==> src/rtl/sid_pkg.sv <==
// sid_pkg: shared widths, coefficient constants and the filter register bundle for the SID filter stage.
// Build option SID_FILTER_SAT_EN is consumed by sid_svf_core; nothing here depends on it.
package sid_pkg;

  localparam int VOICE_W  = 12;
  localparam int OUT_W    = 16;
  localparam int FC_W     = 11;
  localparam int RES_W    = 4;
  localparam int VOL_W    = 4;
  localparam int NVOICE   = 3;
  localparam int FC_OFS   = 32;
  localparam int RES_STEP = 12;
  localparam int COEF_F_W = 16;
  localparam int COEF_Q_W = 9;
  localparam int F_FRAC   = 16;
  localparam int Q_FRAC   = 8;
  localparam logic [OUT_W-1:0] MID_OUT = 16'h8000;

  typedef struct packed {
    logic [FC_W-1:0]   fc;
    logic [RES_W-1:0]  res;
    logic [NVOICE-1:0] filt;
    logic              off3;
    logic              hp;
    logic              bp;
    logic              lp;
    logic [VOL_W-1:0]  vol;
  } filter_t;

  // Cutoff coefficient in Q0.16: the offset keeps the filter from stalling at fc=0.
  function automatic logic [COEF_F_W-1:0] calcF(input logic [FC_W-1:0] fc);
    return COEF_F_W'((int'(fc) + FC_OFS) << 3);
  endfunction

  function automatic logic [COEF_Q_W-1:0] calcQ(input logic [RES_W-1:0] res);
    return COEF_Q_W'(256 - RES_STEP * int'(res));
  endfunction

endpackage

==> src/rtl/sid_svf_core.sv <==
// sid_svf_core: Chamberlin state-variable integrator pair; lp/bp are the registered state, hp is combinational.
// Build option SID_FILTER_SAT_EN: state and hp saturate to the SW-bit range instead of wrapping.
module sid_svf_core
  #(
    parameter int SW = 24
  ) (
    input  logic                         clk,
    input  logic                         n_reset,
    input  logic                         clk_en,
    input  logic signed [SW-1:0]         x,
    input  logic [sid_pkg::COEF_F_W-1:0] f,
    input  logic [sid_pkg::COEF_Q_W-1:0] q,
    output logic signed [SW-1:0]         hp,
    output logic signed [SW-1:0]         bp,
    output logic signed [SW-1:0]         lp
  );
  import sid_pkg::*;

  // Headroom for a full-scale state times a 17-bit signed coefficient.
  localparam int WW = SW + 20;

`ifdef SID_FILTER_SAT_EN
  localparam logic signed [WW-1:0] SAT_MAX = {{(WW-SW+1){1'b0}}, {(SW-1){1'b1}}};
  localparam logic signed [WW-1:0] SAT_MIN = {{(WW-SW+1){1'b1}}, {(SW-1){1'b0}}};

  function automatic logic signed [SW-1:0] fitState(input logic signed [WW-1:0] v);
    if (v > SAT_MAX) return SAT_MAX[SW-1:0];
    if (v < SAT_MIN) return SAT_MIN[SW-1:0];
    return SW'(v);
  endfunction
`else
  function automatic logic signed [SW-1:0] fitState(input logic signed [WW-1:0] v);
    return SW'(v);
  endfunction
`endif

  logic signed [SW-1:0] r_lp;
  logic signed [SW-1:0] r_bp;

  logic signed [COEF_F_W:0] w_fS;
  logic signed [COEF_Q_W:0] w_qS;
  logic signed [WW-1:0]     w_qbp;
  logic signed [WW-1:0]     w_hpFull;
  logic signed [WW-1:0]     w_bpFull;
  logic signed [WW-1:0]     w_lpFull;
  logic signed [SW-1:0]     w_hp;
  logic signed [SW-1:0]     w_bpNext;
  logic signed [SW-1:0]     w_lpNext;

  assign w_fS = $signed({1'b0, f});
  assign w_qS = $signed({1'b0, q});

  // Both integrators read the pre-update bp, so lp lags bp by one sample.
  always_comb begin
    w_qbp    = (WW'(r_bp) * WW'(w_qS)) >>> Q_FRAC;
    w_hpFull = WW'(x) - WW'(r_lp) - w_qbp;
    w_hp     = fitState(w_hpFull);
    w_bpFull = WW'(r_bp) + ((WW'(w_hp) * WW'(w_fS)) >>> F_FRAC);
    w_lpFull = WW'(r_lp) + ((WW'(r_bp) * WW'(w_fS)) >>> F_FRAC);
    w_bpNext = fitState(w_bpFull);
    w_lpNext = fitState(w_lpFull);
  end

  always_ff @(posedge clk or negedge n_reset) begin
    if (!n_reset) begin
      r_lp <= '0;
      r_bp <= '0;
    end else if (clk_en) begin
      r_lp <= w_lpNext;
      r_bp <= w_bpNext;
    end
  end

  assign hp = w_hp;
  assign bp = r_bp;
  assign lp = r_lp;

endmodule

==> src/rtl/sid_filter_core.sv <==
// sid_filter_core: SID filter/mixer -- voice routing, SVF, mode mix, master volume, offset-binary output.
// Build option SID_FILTER_SAT_EN selects saturating SVF state (inside sid_svf_core); output clamp is always on.
module sid_filter_core
  #(
    parameter int FRAC = 6,
    parameter int SW   = 24
  ) (
    input  logic                      clk,
    input  logic                      n_reset,
    input  logic                      clk_en,
    input  logic [sid_pkg::VOICE_W-1:0] v_0,
    input  logic [sid_pkg::VOICE_W-1:0] v_1,
    input  logic [sid_pkg::VOICE_W-1:0] v_2,
    input  logic [sid_pkg::FC_W-1:0]    reg_fc,
    input  logic [sid_pkg::RES_W-1:0]   reg_res,
    input  logic [sid_pkg::NVOICE-1:0]  reg_en,
    input  logic                      reg_off3,
    input  logic                      reg_hp,
    input  logic                      reg_bp,
    input  logic                      reg_lp,
    input  logic [sid_pkg::VOL_W-1:0]   reg_vol,
    output logic [sid_pkg::OUT_W-1:0]   audio_out
  );
  import sid_pkg::*;

  localparam int SUM_W = VOICE_W + 3;
  localparam int MIX_W = 32;
  localparam logic signed [MIX_W-1:0] O_MAX = 32'sh0000_7FFF;
  localparam logic signed [MIX_W-1:0] O_MIN = 32'shFFFF_8000;

  filter_t                    w_regs;
  logic signed [VOICE_W-1:0]  w_s [NVOICE];
  logic signed [SUM_W-1:0]    w_fin;
  logic signed [SUM_W-1:0]    w_dir;
  logic signed [SW-1:0]       w_x;
  logic [COEF_F_W-1:0]        w_f;
  logic [COEF_Q_W-1:0]        w_q;
  logic signed [SW-1:0]       w_hp;
  logic signed [SW-1:0]       w_bp;
  logic signed [SW-1:0]       w_lp;
  logic signed [VOL_W:0]      w_volS;
  logic signed [MIX_W-1:0]    w_mix;
  logic signed [MIX_W-1:0]    w_scaled;
  logic signed [OUT_W-1:0]    w_o;
  logic [OUT_W-1:0]           w_audioNext;
  logic [OUT_W-1:0]           r_audio;

  assign w_regs = '{fc: reg_fc, res: reg_res, filt: reg_en, off3: reg_off3,
                    hp: reg_hp, bp: reg_bp, lp: reg_lp, vol: reg_vol};

  // Offset-binary to two's complement is just an MSB flip around the 0x800 midpoint.
  assign w_s[0] = {~v_0[VOICE_W-1], v_0[VOICE_W-2:0]};
  assign w_s[1] = {~v_1[VOICE_W-1], v_1[VOICE_W-2:0]};
  assign w_s[2] = {~v_2[VOICE_W-1], v_2[VOICE_W-2:0]};

  always_comb begin
    w_fin = '0;
    w_dir = '0;
    for (int i = 0; i < NVOICE; i++) begin
      if (w_regs.filt[i]) begin
        w_fin = w_fin + SUM_W'(w_s[i]);
      end else if (!((i == NVOICE - 1) && w_regs.off3)) begin
        w_dir = w_dir + SUM_W'(w_s[i]);
      end
    end
  end

  assign w_x = SW'(w_fin) <<< FRAC;
  assign w_f = calcF(w_regs.fc);
  assign w_q = calcQ(w_regs.res);

  sid_svf_core #(
    .SW (SW)
  ) u_svf (
    .clk     (clk),
    .n_reset (n_reset),
    .clk_en  (clk_en),
    .x       (w_x),
    .f       (w_f),
    .q       (w_q),
    .hp      (w_hp),
    .bp      (w_bp),
    .lp      (w_lp)
  );

  assign w_volS = $signed({1'b0, w_regs.vol});

  // Mode outputs are taken from the pre-update state, dropped back to voice scale.
  always_comb begin
    w_mix = MIX_W'(w_dir);
    if (w_regs.lp) w_mix = w_mix + MIX_W'(w_lp >>> FRAC);
    if (w_regs.bp) w_mix = w_mix + MIX_W'(w_bp >>> FRAC);
    if (w_regs.hp) w_mix = w_mix + MIX_W'(w_hp >>> FRAC);
    w_scaled = (w_mix * MIX_W'(w_volS)) >>> 2;
    if (w_scaled > O_MAX) begin
      w_o = 16'sh7FFF;
    end else if (w_scaled < O_MIN) begin
      w_o = 16'sh8000;
    end else begin
      w_o = OUT_W'(w_scaled);
    end
    w_audioNext = {~w_o[OUT_W-1], w_o[OUT_W-2:0]};
  end

  always_ff @(posedge clk or negedge n_reset) begin
    if (!n_reset) begin
      r_audio <= MID_OUT;
    end else if (clk_en) begin
      r_audio <= w_audioNext;
    end
  end

  assign audio_out = r_audio;

endmodule

==> config.mk <==
export PLATFORM = sky130hd
export DESIGN_NAME = sid_filter_core
export DESIGN_NICKNAME = d
export VERILOG_FILES = /design/src/rtl/sid_pkg.sv /design/src/rtl/sid_svf_core.sv /design/src/rtl/sid_filter_core.sv
export SDC_FILE = /design/constraint.sdc
export NUM_CORES = 2
export LEC_CHECK = 0
export CORE_MARGIN = 4
export CORE_UTILIZATION = 55
export DETAILED_ROUTE_END_ITERATION = 12
export HOLD_SLACK_MARGIN = 0.1
export PLACE_DENSITY = 0.72
export SYNTH_ARGS = -nofsm -noshare
export SYNTH_HDL_FRONTEND = slang
export SYNTH_SLANG_ARGS = --single-unit
==> constraint.sdc <==
create_clock -name clk -period 25.5 [get_ports clk]
set_input_delay 7.65 -clock clk [delete_from_list [all_inputs] [get_ports clk]]
set_output_delay 7.65 -clock clk [all_outputs]
set_load 0.05 [all_outputs]
==> results.cfg <==
[routing]
drc = 0
avgRoutedWirePerCell_um = 18.1
final_antenna_net_count = 0
drt_iter0_markers = 2097
drt_pass1_iterations = 6
vias = 33209
dr_wl_met3_um = 7060
m1WireLength_um = 46000
met2_length_um = 50700
routed_wl_um = 108000
via_per_inst = 5.57
top_layer = met5

[synthesis]
synth-compound-area-share = 0.115
syn_inst = 4988
synthSimpleGateAreaFrac = 0.173
syn_area_per_cell_sq_um = 8.43
synth_seq_area_share = 0.0381
yosys_register_bits = 64
ys.flop_type = dfrtp_1
synthXorXnorAreaFrac = 0.0582
synth_nets = 6292
ys.warnings.count = 0
ys_async_sr_fraction = 1.00
synth_edf_count = 0
synthAdderAreaFrac = 0.497
synth_mux_area_frac = 0.0191
netlist-cell-type-count = 93
synth_top_family_by_area = adder cells
netlist_area_sq_mm = 0.0421

[place]
routabilityCongestion = 0.958
dp_hpwl_um = 87700
io_buffers = 80

[worst_setup_path]
startpoint_type = primary input
crit_path_frequent_cell = fa_1
cp.arrival_ns = 24.50
cp_slowest_cell = fa_1
cp_data_required_time_ns = 25.76
reg2reg_slack_ns = 9.84
crit_fanout = 24
slowest_delay_ns = 0.60
worst_r2r_startpoint = u_svf.bp[7]
r2r-end = u_svf.bp[23]
critPathLaunch = reg_res[0]
worstSetupEndpointType = flop
crit_type = primary input to flop
reg2regPathDepth = 63

[sta]
worst_slew_pin_slew_ns = 1.18
rsz0062_at_grt = no
finalHoldViolations = 0
fmax_ghz = 0.0413
slew_headroom = 0.201
finClkSkew_ns = 0.0130
period_share = 0.951
drv_slew = 0
finalCriticalPeriod_ns = 24.24
tns_ns = 0
setup_viol = 0

[cells_and_area]
drive_gt1_frac = 0.0450
final_cell_mix = inv_1 (936), fa_1 (718), ha_1 (521)
final_nets = 6280
diodes = 0
final_common_cell = inv_1
synthToLayoutAreaGrowth_pct = 5.51

[clocking]
clk_path_buf_depth = 2
cts_buffers = 9
hold_buffers = 0
cts_htree_levels = 3
clock_latency_ns = 0.38
tritoncts = built
clk_pin_slew_ns = 0.06
cts_root_buffer = clkbuf_16
cts_sinks = 64

[job]
max_cap_violations = 0

[grt]
grt_max_degree = 65
gr-total-overflow = 0
antenna_found_initial = 3
grt_pass1_wl_um = 178000
track_usage = 0.273
grt_pass1_vias = 34317

[status]
status = finished clean

[floorplan]
die_x_um = 285
rows = 101
start_util = 0.555
die_area_sq_mm = 0.0810
fp.dieH_um = 285
io_pins = 81
coreArea_sq_mm = 0.0758

[min_path]
hold_depth = 2
hold_class = flop to flop
min_from = audio_out[15]
holdPathEnd = audio_out[15]
## area by class of cell
cell class / instances / area [sq um]
clock inverters: 6 / 116
fillers: 6802 / 31400
well taps: 978 / 1220
repair buffers: 150 / 1300
flip-flops and latches: 64 / 1600
multi-input cells: 3802 / 36300
clock buffers: 10 / 239
inverters: 949 / 3560
## flip-flops by register name (all words and copies together) (netlist names)
name       count
u_svf.bp      24
audio_out     16
u_svf.lp      24
## metal layers
metal  vias to the layer above  track usage
met3                       183       0.0508
met1                     16445        0.360
met4                         2       0.0913
met5                         -            0
li1                      15684            -
met2                       895        0.454
## worst max-delay path, delay by kind of cell
| family | cells | cell delay, ns |
|---|---|---|
| XOR/XNOR | 8 | 1.93 |
| multiplexers | 2 | 0.60 |
| buffers and inverters | 10 | 1.49 |
| adder cells (fa/ha/maj) | 15 | 6.10 |
| AND/OR/NAND/NOR | 16 | 2.60 |
| AO/OA/AOI/OAI | 21 | 4.07 |
## worst max path at each step
stage,endpoint,cells after the start
floorplan,u_svf.bp[23],70
global placement,audio_out[14],71
detailed placement,u_svf.bp[23],72
CTS,u_svf.bp[23],72
global route,u_svf.bp[23],74
finish,u_svf.bp[23],72
## logic make-up (layout without fill, tap and decap cells)
| kind of cell | count (synthesis) | count (layout) |
|---|---|---|
| muxes | 72 | 72 |
| AOI/OAI and AO/OA | 743 | 743 |
| buffers and inverters | 1122 | 1115 |
| and+or+nand+nor | 1474 | 1474 |
| DFF | 64 | 64 |
| adders and majority gates | 1239 | 1239 |
| xor gates and xnor gates | 274 | 274 |
## per-stage QoR
| stage | worst slack [ns] | hold WS (ns) | cells | utilization | area (sq um) |
|---|---|---|---|---|---|
| 6_report | 1.26 | 0.489 | 5959 | 0.585 | 44400 |
| 4_1_cts | 1.05 | 0.490 | 5958 | 0.585 | 44300 |
| 2_1_floorplan | 2.68 | 0.490 | 4988 | - | 42100 |
| 3_3_place_gp | 0.991 | 0.478 | 5942 | 0.580 | 44000 |
| 5_1_grt | 0.146 | 0.525 | 5959 | 0.585 | 44400 |
| 3_5_place_dp | 0.687 | 0.482 | 5942 | 0.580 | 44000 |
## synthesized netlist by cell type (10+ instances only)
| cell | count | area, sq um |
|---|---|---|
| ha_1 | 521 | 6520 |
| or2_2 | 12 | 75.1 |
| mux2_2 | 62 | 698 |
| nor2_1 | 369 | 1390 |
| o21ai_0 | 121 | 606 |
| inv_1 | 936 | 3510 |
| a21oi_1 | 219 | 1100 |
| o21ai_1 | 26 | 130 |
| a21oi_2 | 12 | 105 |
| nor3_1 | 64 | 320 |
| clkbuf_1 | 164 | 616 |
| nand4_1 | 10 | 62.6 |
| dfrtp_1 | 63 | 1580 |
| and2_1 | 359 | 2250 |
| o21a_1 | 66 | 495 |
| o21bai_1 | 52 | 390 |
| o41ai_1 | 10 | 87.6 |
| fa_1 | 718 | 14400 |
| and3_1 | 16 | 100 |
| a31oi_1 | 21 | 131 |
| nor2b_1 | 92 | 576 |
| a211oi_1 | 23 | 173 |
| o211ai_1 | 12 | 90.1 |
| nand3_1 | 37 | 185 |
| nand2_1 | 381 | 1430 |
| xnor2_1 | 191 | 1670 |
| nor4_1 | 10 | 62.6 |
| xor2_1 | 79 | 692 |
| or3_1 | 15 | 93.8 |
| nand2b_1 | 87 | 544 |
| a21o_1 | 84 | 631 |
## repair_timing
item,4_1_cts,5_1_grt
hold endpoints to repair,0,0
endpoints found under the setup margin,0,15
gates resized for setup,0,5
setup buffers,0,1
Power is not shown: default switching activity piles up to over one toggle a cycle in this logic, so the estimate is an artifact.
